File: config.mk
export PLATFORM = sky130hd
export DESIGN_NAME = regfile_scoreboard
export DESIGN_NICKNAME = d
export VERILOG_FILES = /design/src/rtl/regfile_scoreboard.sv
export SDC_FILE = /design/constraint.sdc
export NUM_CORES = 2
export LEC_CHECK = 0
export CORE_ASPECT_RATIO = 1.75
export CORE_UTILIZATION = 39
export CTS_CLUSTER_SIZE = 40
export DETAILED_ROUTE_END_ITERATION = 8
export SLEW_MARGIN = 10
export SYNTH_ARGS = -nofsm -noshare
export SYNTH_HDL_FRONTEND = slang
export SYNTH_SLANG_ARGS = --single-unit
export TNS_END_PERCENT = 20
File: constraint.sdc
create_clock -name clk1 -period 6.2 [get_ports clk1]
set_input_delay 1.24 -clock clk1 [delete_from_list [all_inputs] [get_ports clk1]]
set_output_delay 1.24 -clock clk1 [all_outputs]
set_load 0.01 [all_outputs]
File: src/rtl/regfile_scoreboard.sv
// ---------------------------------------------------------------------------
// regfile_scoreboard
//
// Architectural register file for the RISC-V pipeline with a per-register
// pending-write scoreboard. It replaces the fixed two-read array and the
// load-use forwarding mux that used to sit in the top level.
//
// Each register keeps a small counter of in-flight long-latency writes
// (loads). A register with a non-zero effective count is "busy". A read port
// that is in use and points at a busy register raises the OF-stage stall.
// A writeback with wb_clr retires one pending write. A kill retires one
// pending write for an instruction squashed by a flush.
//
// Ports
//   clk1        clock; every state update happens on its rising edge
//   rst         synchronous active-high reset; clears all regs and counters
//   rd_en       per-port "this read port is in use" (affects stall only)
//   rd_addr     packed read addresses, port i at [i*AW +: AW]
//   rd_data     packed read data, port i at [i*XLEN +: XLEN]
//   rd_busy     per-port: addressed register still has a pending write
//   stall       some in-use port points at a busy register
//   iss_valid   an instruction with a register destination issues
//   iss_rd      its destination register
//   iss_long    it is a long-latency write and marks iss_rd pending
//   iss_ready   a long issue to iss_rd can be accepted this cycle
//   wb_valid    writeback strobe
//   wb_rd       writeback destination
//   wb_data     writeback value
//   wb_clr      this writeback completes a long write
//   kill_valid  a long-write instruction was squashed
//   kill_rd     destination of the squashed instruction
// ---------------------------------------------------------------------------
module regfile_scoreboard #(
   parameter int XLEN     = 32,
   parameter int NREGS    = 32,
   parameter int NREAD    = 2,
   parameter int MAX_PEND = 3
) (
   input  logic                               clk1,
   input  logic                               rst,
   input  logic [NREAD-1:0]                   rd_en,
   input  logic [NREAD*$clog2(NREGS)-1:0]     rd_addr,
   output logic [NREAD*XLEN-1:0]              rd_data,
   output logic [NREAD-1:0]                   rd_busy,
   output logic                               stall,
   input  logic                               iss_valid,
   input  logic [$clog2(NREGS)-1:0]           iss_rd,
   input  logic                               iss_long,
   output logic                               iss_ready,
   input  logic                               wb_valid,
   input  logic [$clog2(NREGS)-1:0]           wb_rd,
   input  logic [XLEN-1:0]                    wb_data,
   input  logic                               wb_clr,
   input  logic                               kill_valid,
   input  logic [$clog2(NREGS)-1:0]           kill_rd
);

   localparam int AW = $clog2(NREGS);
   localparam int CW = $clog2(MAX_PEND + 1);
   localparam logic [CW-1:0] MAX_CNT = CW'(MAX_PEND);

   // Architectural state
   logic [XLEN-1:0] regs    [NREGS];
   logic [CW-1:0]   cnt     [NREGS];

   // Counts after this cycle's retirements, and next-state counts
   logic [CW-1:0]   eff     [NREGS];
   logic [CW-1:0]   cnt_nxt [NREGS];

   // A long issue that really lands on a counter this cycle
   logic            iss_take;

   // Effective count per register: the stored count minus a completing
   // long writeback and minus a kill that target it. Each decrement is
   // skipped once the count has reached zero, which floors the result at
   // zero without needing a wider intermediate. x0 is forced to zero so a
   // stray issue, clear or kill on x0 can never make it look busy.
   always_comb begin : eff_calc
      logic [CW-1:0] e;
      for (int r = 0; r < NREGS; r++) begin
         e = cnt[r];
         if (wb_valid && wb_clr && (wb_rd == AW'(r)) && (e != '0)) begin
            e = e - CW'(1);
         end
         if (kill_valid && (kill_rd == AW'(r)) && (e != '0)) begin
            e = e - CW'(1);
         end
         eff[r] = e;
      end
      eff[0] = '0;
   end

   // A long issue is refused only when its destination would exceed the
   // per-register limit even after this cycle's retirements are counted.
   // Because a clear in the same cycle is already reflected in eff, a
   // completing load immediately frees a slot for the next one.
   always_comb begin : issue_calc
      iss_ready = ~(iss_long && (iss_rd != '0) && (eff[iss_rd] == MAX_CNT));
      iss_take  = iss_valid && iss_long && iss_ready && (iss_rd != '0);
   end

   // Next count is the effective count plus an accepted long issue. The
   // increment cannot overflow: iss_take implies eff < MAX_PEND. Issue and
   // clear on the same register therefore cancel, and issue plus clear plus
   // kill nets to one fewer pending write.
   always_comb begin : cnt_next_calc
      for (int r = 0; r < NREGS; r++) begin
         cnt_nxt[r] = eff[r];
         if (iss_take && (iss_rd == AW'(r))) begin
            cnt_nxt[r] = eff[r] + CW'(1);
         end
      end
      cnt_nxt[0] = '0;
   end

   // Read ports. x0 always reads zero. A writeback to the same register in
   // this cycle is forwarded so the consumer sees the value without waiting
   // for storage. rd_data ignores rd_en; only the stall is qualified by it.
   // Busy uses the effective count, so a load completing this cycle does not
   // stall the instruction that consumes it.
   always_comb begin : read_ports
      logic [AW-1:0] a;
      rd_data = '0;
      rd_busy = '0;
      for (int i = 0; i < NREAD; i++) begin
         a = rd_addr[i*AW +: AW];
         if (a != '0) begin
            if (wb_valid && (wb_rd == a)) begin
               rd_data[i*XLEN +: XLEN] = wb_data;
            end else begin
               rd_data[i*XLEN +: XLEN] = regs[a];
            end
            rd_busy[i] = (eff[a] != '0);
         end
      end
   end

   // Stall request for the OF stage: any in-use port on a busy register
   always_comb begin : stall_calc
      stall = |(rd_en & rd_busy);
   end

   // State update. Reset wins over writeback, issue and kill, and throws
   // away every pending count. x0 storage is never written so it stays zero.
   always_ff @(posedge clk1) begin : state_update
      if (rst) begin
         for (int r = 0; r < NREGS; r++) begin
            regs[r] <= '0;
            cnt[r]  <= '0;
         end
      end else begin
         if (wb_valid && (wb_rd != '0)) begin
            regs[wb_rd] <= wb_data;
         end
         for (int r = 0; r < NREGS; r++) begin
            cnt[r] <= cnt_nxt[r];
         end
      end
   end

endmodule

==> metrics <==
Synth Area per Inst=14.1 um2; Max VDD drop=0.224 mV; final RePlAce weighted congestion=0.994; CTS max path bufs=3; input/output buffers=133; final setup violation count=0; CTS HTree Levels=3; die width=approximately 310 um; layout cells sized above 1=0.288; Non-Filler Instances=6782; kind of critical path=primary input to primary output; Pwr Density=245 mW/mm2; unrepaired setup endpoints after global routing=true; Final Hold Viols=0; routed len/inst=35.4 um; Slew Limit Fails=0; CP endpoint kind=primary output; Setup WS post-layout=83.1 ps; crit path max fanout=9; clk_skew=34.0 ps; fin util=0.453; Worst Setup Start Kind=primary input; total global routing overflow=0; outcome=complete, no violations; Slew @ Worst Pin=1130 ps; Distinct cells, synth=102; detailed-route via count=42802; Filler cells=roughly 14000; placed cell count=~6600; FF+latch area=between 0.03 and 0.04 mm2; 1st-iter DRT viols=5346; antenna violations before repair=19; Post-layout nets=4736; CP required=approximately 5000 ps; Async S/R FF share, synth=0; first-pass GRT wire length=333000 um; Worst-path clk slew=70 ps; DP HPWL=146000 um; Post-synth EDFFs=1024; pre-CTS WS=-637 ps; Final ANT Viol Nets=0; Synth Cell Area=0.0627 mm2; GRT Resource Usage Total=0.294; Fmax=approximately 0.16 GHz; total chip power=17.7 mW; area grow syn2layout=15.3%; Initial Util=0.393; max_cap viols=0; TritonCTS clock tree=yes; Hold Buf Count CTS=0; area of the multi-input gates=0.0292 mm2; Die Ht=532 um; Total Wirelength=240000 um; Core Rows=194; fin crit share=0.987; drt pass-1 iters=6; Hold/Removal Path Class=register to register; min Tclk post-route=6120 ps; pin count of the biggest net entering global routing=91; register bit total from synthesis=about 1100; root buffer cell=clkbuf_16; # clock sinks=around 1100; vias in the first global route=approximately 44000; Primary FF master, synth=edfxtp_1; DRC Markers=0; Boundary Pins=134; Worst-Skew Late Latency=750 ps; relative slew slack=0.243; Die ar.=about 0.16 mm2; Worst Path Arrival=4880 ps; post-synthesis sequential area ratio=0.510; total CTS buffers=102; Mapped Cells=about 4400; core area=approximately 0.16 mm2; Syn. warnings=0; vias per cell=6.31; Leakage Power=24.5 nW
[logic make-up (layout without fill, tap and decap cells)]
kind of cell | after synthesis | count (layout) | synth area share
muxes | 801 | 801 | 0.254
xor gates and xnor gates | 23 | 23 | 0.00321
buffers and inverters | 538 | 786 | 0.0336
other | 1 | 37 | 0.0000598
DFF | 1086 | 1086 | 0.510
and+or+nand+nor | 1558 | 1558 | 0.148
AOI/OAI and AO/OA | 401 | 401 | 0.0451
adders and majority gates | 32 | 32 | 0.00639
[sequential cells by signal, summed over array words and instances, names as in the netlist]
register  cells
regs       1024
cnt          62
[per-layer routing]
metal | up-vias | track usage | routed length, um
li1 | 17477 | - | -
met1 | 22027 | 0.327 | 79500
met2 | 2540 | 0.509 | 121000
met3 | 752 | 0.0515 | 20400
met4 | 6 | 0.204 | 18800
met5 | - | 0 | 28
[synth_stat cells, types with 15 or more instances]
library cell,count,area (um2)
edfxtp_1,1024,30700
and2_1,998,6240
mux4_2,629,14200
clkbuf_1,349,1310
nor2_1,157,589
mux2i_1,154,1540
nand2_1,107,402
a211oi_1,82,616
inv_1,79,297
a21oi_1,69,345
buf_1,69,259
dfxtp_1,62,1240
nor3_1,55,275
or2_2,52,325
a31oi_1,47,294
o21ai_0,40,200
ha_1,32,400
or3_1,29,181
nand2b_1,26,163
nand3_1,26,130
buf_2,25,125
o211ai_1,20,150
mux2_2,18,203
o32ai_1,17,149
o31ai_1,15,113
[report_power, final]
part / internal [mW] / switching [mW] / leakage (nW)
clock: 3.51 / 3.04 / 1.62
combinational: 1.20 / 1.42 / 12.6
sequential: 8.39 / 0.182 / 10.2
[path summary, 6_finish.rpt]
path               from          to  slack, ps  depth (start not counted)
max            wb_valid   iss_ready         80                         15
min           cnt[0][6]   cnt[0][6]        600                          3
max reg2reg  cnt[0][34]  cnt[0][51]       2240                         12
min reg2reg   cnt[0][6]   cnt[0][6]        600                          3
[worst max-delay path: stages]
cell and delay [ps]:
clkdlybuf4s50_1 530, buf_4 220, nand4bb_1 120, buf_4 170, buf_4 170, or3_1 420, buf_4 190, mux2i_2 230
mux2i_1 120, a221oi_1 300, a32o_2 230, nor3_2 70, buf_4 150, o221ai_1 150, clkdlybuf4s50_1 570
[area by class of cell]
class	count	area share
tap	2058	0.0356
sequential	1086	0.443
clock inverter	68	0.0104
clock buffer	117	0.0361
inverter	83	0.00443
antenna	5	0.000173
timing repair buffer	518	0.0670
multi-input combinational	2847	0.404
[metrics by stage]
step	TNS, ps	cell area, um2	hold WS [ps]
detailed placement	-2070	68700	595
global route	-106	72300	642
floorplan	0	62800	554
global placement	-2410	68700	587
finish	0	72300	601
CTS	0	72200	608
[what timing repair did]
item / in CTS / in global routing
gates cloned: 0 / 0
setup buffers: 0 / 1
pin swaps: 3 / 10
setup endpoints to repair: 4 / 4
resized for setup: 19 / 33
[placed cells by master, fill, tap and decap left out, types with 20 or more instances in the layout]
cell	count
a211oi_1	82
a21oi_1	69
a31oi_1	47
and2_1	998
buf_12	48
buf_4	335
clkbuf_16	102
clkdlybuf4s50_1	118
conb_1	32
dfxtp_1	62
edfxtp_1	1024
ha_1	31
inv_1	77
mux2i_1	150
mux4_2	629
nand2_1	107
nand2b_1	26
nand3_1	24
nor2_1	126
nor2_4	31
nor3_1	54
o211ai_1	20
o21ai_0	38
or2_2	42
or3_1	23
Note: power is estimated with default switching activity, not from simulation.
